===== src/rtl/alu_share_ctrl.sv =====
// alu_share_ctrl: sequences one shared combinational ALU between two valid/ready requesters.
// Define ALU_SHARE_FIXED_PRIO_EN for fixed priority (requester 0 wins ties); default is round-robin.
module alu_share_ctrl #(
  parameter int DW_IN  = 4,
  parameter int SEL_W  = 4,
  parameter int DW_OUT = 8,
  parameter int SETTLE = 1
) (
  input  logic              clk,
  input  logic              rst_n,
  input  logic              req0_valid,
  output logic              req0_ready,
  input  logic [DW_IN-1:0]  req0_a,
  input  logic [DW_IN-1:0]  req0_b,
  input  logic [SEL_W-1:0]  req0_sel,
  input  logic              req1_valid,
  output logic              req1_ready,
  input  logic [DW_IN-1:0]  req1_a,
  input  logic [DW_IN-1:0]  req1_b,
  input  logic [SEL_W-1:0]  req1_sel,
  output logic              rsp0_valid,
  input  logic              rsp0_ready,
  output logic [DW_OUT-1:0] rsp0_y,
  output logic              rsp1_valid,
  input  logic              rsp1_ready,
  output logic [DW_OUT-1:0] rsp1_y,
  output logic [DW_IN-1:0]  alu_a,
  output logic [DW_IN-1:0]  alu_b,
  output logic [SEL_W-1:0]  alu_sel,
  input  logic [DW_OUT-1:0] alu_y,
  output logic              busy,
  output logic              grant_id
);

  typedef enum logic [1:0] {IDLE, EXEC, CAPT, RESP} state_t;

  localparam logic [2:0] CNT_LOAD = 3'(SETTLE - 1);

  state_t            state, state_nxt;
  logic [2:0]        cnt;
  logic [DW_OUT-1:0] result;
  logic              win1;
  logic              accept;
  logic              rsp_ready;

`ifdef ALU_SHARE_FIXED_PRIO_EN
  assign win1 = req1_valid & ~req0_valid;
`else
  logic last_grant;

  // A tie goes to whichever requester was not served last.
  assign win1 = req1_valid & (~req0_valid | ~last_grant);

  always_ff @(posedge clk or negedge rst_n) begin
    if (!rst_n)
      last_grant <= 1'b1;
    else if (accept)
      last_grant <= win1;
  end
`endif

  assign req0_ready = (state == IDLE) & req0_valid & ~win1;
  assign req1_ready = (state == IDLE) & win1;
  assign accept     = req0_ready | req1_ready;
  assign rsp_ready  = grant_id ? rsp1_ready : rsp0_ready;

  assign busy       = (state != IDLE);
  assign rsp0_valid = (state == RESP) & ~grant_id;
  assign rsp1_valid = (state == RESP) & grant_id;
  assign rsp0_y     = result;
  assign rsp1_y     = result;

  always_ff @(posedge clk or negedge rst_n) begin
    if (!rst_n)
      state <= IDLE;
    else
      state <= state_nxt;
  end

  always_comb begin
    state_nxt = state;
    case (state)
      IDLE: if (accept) state_nxt = EXEC;
      EXEC: if (cnt == 3'd0) state_nxt = CAPT;
      CAPT: state_nxt = RESP;
      RESP: if (rsp_ready) state_nxt = IDLE;
      default: state_nxt = IDLE;
    endcase
  end

  // Operands stay registered after completion so the ALU inputs never glitch back to zero.
  always_ff @(posedge clk or negedge rst_n) begin
    if (!rst_n) begin
      cnt      <= 3'd0;
      alu_a    <= '0;
      alu_b    <= '0;
      alu_sel  <= '0;
      grant_id <= 1'b0;
      result   <= '0;
    end else begin
      case (state)
        IDLE: begin
          if (accept) begin
            alu_a    <= win1 ? req1_a : req0_a;
            alu_b    <= win1 ? req1_b : req0_b;
            alu_sel  <= win1 ? req1_sel : req0_sel;
            grant_id <= win1;
            cnt      <= CNT_LOAD;
          end
        end
        EXEC: if (cnt != 3'd0) cnt <= cnt - 3'd1;
        CAPT: result <= alu_y;
        default: ;
      endcase
    end
  end

endmodule

===== config.mk =====
export PLATFORM = sky130hd
export DESIGN_NAME = alu_share_ctrl
export DESIGN_NICKNAME = d
export VERILOG_FILES = /design/src/rtl/alu_share_ctrl.sv
export SDC_FILE = /design/constraint.sdc
export NUM_CORES = 1
export LEC_CHECK = 0
export CAP_MARGIN = 20
export CORE_MARGIN = 8
export CORE_UTILIZATION = 40
export CTS_CLUSTER_SIZE = 30
export DETAILED_ROUTE_END_ITERATION = 7
export PLACE_DENSITY = 0.89
export SLEW_MARGIN = 15
export SYNTH_ARGS = -nofsm -noshare
export SYNTH_HDL_FRONTEND = slang
export SYNTH_SLANG_ARGS = --single-unit
export TNS_END_PERCENT = 30

===== constraint.sdc =====
create_clock -name clk -period 2.2 [get_ports clk]
set_input_delay 0.66 -clock clk [delete_from_list [all_inputs] [get_ports clk]]
set_output_delay 0.66 -clock clk [all_outputs]
set_load 0.02 [all_outputs]

==> reports/summary.md <==
The share of the clock period used by the worst path after layout came out at 96.0%. The headroom to the max-slew limit was 71.8%. Minimum hold slack: 0.537 ns. The floorplan step set the die width to 76.8 um. Placer congestion estimate: 0.749.

The starting utilization of the core area was 40.9%; the overall track demand over capacity in global routing was 12.7%. For the first-pass GRT wire length, the log shows 6290 um. The die outline height is 76.8 um, and the fraction of the yosys area taken by sequential cells is 45.8%. The level count of the clock H-tree came out at 1.

Summed over all layers, the routed wires come to 3640 um. The worst setup path is of the reg2out kind. The shortest period the worst path allows is 2.11 ns.

Share of async-settable or async-resettable flops after synthesis: 100%. The via density per instance came out at 4.94. TritonCTS built the clock tree. The count of buffer and inverter cells on the critical path was 2; the half-perimeter wire length of the detailed placement result was 2920 um. The number of nets in the synthesized netlist is 179.

Counting every instance in the synthesized netlist gives 134. The run gives 3610 um^2 as the area of the core. The signal on the critical path passes through buf_4, ha_1, nor2b_1, dlygate4sd2_1. The number of global-route vias before repair was 1355; the power per cell area was 1330 nW/um^2. The register bit count reported by yosys works out to 27.

For this design the static power due to leakage is 1.04 nW. For the number of detailed-routing iterations run before antenna repair, the log shows 4. The number of clock buffers added by TritonCTS is 3. Yosys mapped a number of flops with a built-in enable equal to 0.

For the number of placed instances with taps included, the log shows 254. The number of pins with negative max-slew slack in the final report came out at 0. The clock arrives with 0.00236 ns of skew. The run gives 0 as the count of warnings emitted by yosys.

Setup violations remaining at the end of the flow were counted as 0. The family of cells with the greatest summed delay on the critical path was buffers and inverters. At the end of the flow, the number of nets in the layout was 257.

The fraction of synthesized cell area taken by the top area cell type is 44.1%, and the antenna diode count is 0. On the critical path, the stage with the largest delay is an instance of sky130_fd_sc_hd__dfrtp_1. After routing the design area is 2320 um^2. The total placed instance area came out at 2270 um^2.

The initial antenna violation count is 0, and the reported max-cap violation count is 0. The logs give 316 for the count of filler cells inserted in the layout and 31 for the count of distinct cell types in the synthesized netlist. Summing all flip-flop and latch instances after layout gives 677 um^2.

The count of buffers from port buffering is 71, and the achievable frequency is 474 MHz. Sorting the synthesized cells by how often they occur yields 26 x sky130_fd_sc_hd__dfrtp_1, 14 x sky130_fd_sc_hd__a21oi_1, 13 x sky130_fd_sc_hd__mux2i_1. In the synthesized netlist the dominant register cell turns out to be sky130_fd_sc_hd__dfrtp_1.

The area of the multi-input gates is 674 um^2, and the slack of the critical path is 0.0885 ns. STA classifies the critical path startpoint as a flop. The post-route netlist has 18.5% of its cells at a drive strength greater than 1. The most area-hungry cell type in the Yosys netlist is sky130_fd_sc_hd__dfrtp_1. For the setup total negative slack, the log shows 0 ns. Along the worst path, the maximum fanout reaches 2. In the final routed layout, each cell accounts on average for 14.1 um. The logs give 0 for the remaining global-route overflow and 0.27 ns for the insertion delay to the later sink of the worst-skew pair. For the worst setup path, the data required time is 1.54 ns. The total DRC errors in the routed layout was 0; the number of core rows was 22. The classification of the worst-slack hold path is reg2reg.

After clock tree synthesis, the clock-pin slew on the worst setup and hold paths is 0.09 ns. From synthesis to final layout, the design area changed by 57.1%. For the total standard cell area after synthesis, the log shows 1480 um^2. Setup repair after global routing left no endpoint under its margin. For this design, the CTS-stage hold fixing added 0 buffers. The routed layout has 1279 vias. The area enclosed by the die boundary is 5890 um^2, and the minimum setup slack after placement is -0.607 ns. The run finished with clean final reports.

The synthesized area per cell was 11.0 um^2; the total power was 3.10 mW. On the worst path, the slowest cell contributes a delay of 0.38 ns. Clock tree synthesis found a total of 27 sinks. The logs give 0 for the number of hold violations in the final report and 1.45 ns for the signal arrival time at the worst endpoint.

By area the synthesized netlist is led by sky130_fd_sc_hd__dfrtp_1 44%, sky130_fd_sc_hd__mux2i_1 8.8%, sky130_fd_sc_hd__mux2_2 6.1%. sky130_fd_sc_hd__dfrtp_1 is the most common cell in the netlist. The longest clock path from root to sink contains 2 buffers. The largest net degree at the start of global routing was 28.

VDD sags by at most 0.000591 V. STA classifies the critical path endpoint as an output port. The final antenna-violating net count is 0, and the slew at the pin with the worst max-slew slack is 0.423 ns. In this run the count of I/O pins placed on the die edge is 72. The tools report the final standard cell utilization of the core as 64.3%. The clock tree root buffer cell was sky130_fd_sc_hd__clkbuf_8. The first routing iteration left 64 violations.

The count of non-filler cells in the finished layout is 259.
## cell type report
| class | instances | share of cell area [%] |
|---|---|---|
| clock buffers | 3 | 1.78 |
| repair buffers | 88 | 35.9 |
| clock inverters | 1 | 0.216 |
| inverters | 8 | 1.29 |
| well taps | 48 | 2.59 |
| multi-input cells | 84 | 29.1 |
| flip-flops and latches | 27 | 29.2 |
## layout by cell type (no fill, tap or decap), types with 2 or more instances in the layout
cell and n:
sky130_fd_sc_hd__and3_1 2, sky130_fd_sc_hd__dlymetal6s2s_1 2, sky130_fd_sc_hd__a21oi_1 14, sky130_fd_sc_hd__dlygate4sd2_1 2, sky130_fd_sc_hd__dfrtp_1 26, sky130_fd_sc_hd__nor2_1 3, sky130_fd_sc_hd__a22o_1 2, sky130_fd_sc_hd__nand2_1 5
sky130_fd_sc_hd__clkbuf_8 3, sky130_fd_sc_hd__mux2i_1 13, sky130_fd_sc_hd__ha_1 7, sky130_fd_sc_hd__a221o_1 2, sky130_fd_sc_hd__inv_1 8, sky130_fd_sc_hd__buf_4 17, sky130_fd_sc_hd__nand2b_1 2, sky130_fd_sc_hd__clkdlybuf4s50_1 64
sky130_fd_sc_hd__a31oi_1 12, sky130_fd_sc_hd__nor2b_1 2, sky130_fd_sc_hd__mux2_2 8
## per-layer routing
| metal | GRT usage (%) | part of all wire (%) | up-vias |
|---|---|---|---|
| met2 | 21.2 | 46 | 52 |
| met5 | 0 | 0 | - |
| li1 | - | - | 626 |
| met1 | 14.1 | 43 | 596 |
| met4 | 4.04 | 1.1 | 0 |
| met3 | 5.83 | 9.4 | 5 |
## path summary, 6_finish.rpt
path,to,slack (ns),depth (start not counted),start
hold reg to reg,rsp0_y[2],0.54,1,rsp0_y[2]
setup / recovery,rsp0_valid,0.09,4,state[0]
hold / removal,rsp0_y[2],0.54,1,rsp0_y[2]
min in group asynchronous,cnt[2],0.77,2,rst_n
max in group asynchronous,last_grant,1.13,2,rst_n
setup reg to reg,state[1],0.41,7,state[0]
## state kept, by name, summed over array words and instances, names as in the netlist
| register | count |
|---|---|
| rsp0_y | 8 |
| alu_a | 4 |
| cnt | 3 |
| alu_sel | 4 |
| last_grant | 1 |
| state | 2 |
| grant_id | 1 |
| alu_b | 4 |
## worst register-to-register path: stages (launching register included)
cell and delay [ns]:
sky130_fd_sc_hd__dfrtp_1 0.38, sky130_fd_sc_hd__inv_1 0.08, sky130_fd_sc_hd__ha_1 0.27, sky130_fd_sc_hd__buf_4 0.15
sky130_fd_sc_hd__inv_1 0.05, sky130_fd_sc_hd__a221o_1 0.32, sky130_fd_sc_hd__o211ai_2 0.11, sky130_fd_sc_hd__mux2_4 0.31
## cells by family (layout without fill, tap and decap cells)
family	count (synthesis)	count (layout)	share of synthesized area, %
flops	27	27	45.8
fa+ha+maj	7	7	5.93
simple gates	16	16	5.51
buf+inv	23	100	8.64
compound gates	39	39	18.1
mux	22	22	15.9
## timing repair
item,4_1_cts,5_1_grt
gates cloned,0,0
setup endpoints to repair,5,3
setup buffers,0,1
resized for setup,14,4
pin swaps,0,1
## power breakdown
part / internal (mW) / leakage [nW] / switching, mW
combinational: 0.989 / 0.700 / 0.960
clock: 0.127 / 0.0255 / 0.155
sequential: 0.726 / 0.315 / 0.138
total: 1.84 / 1.04 / 1.25
Note: power is estimated with default switching activity, not from simulation.
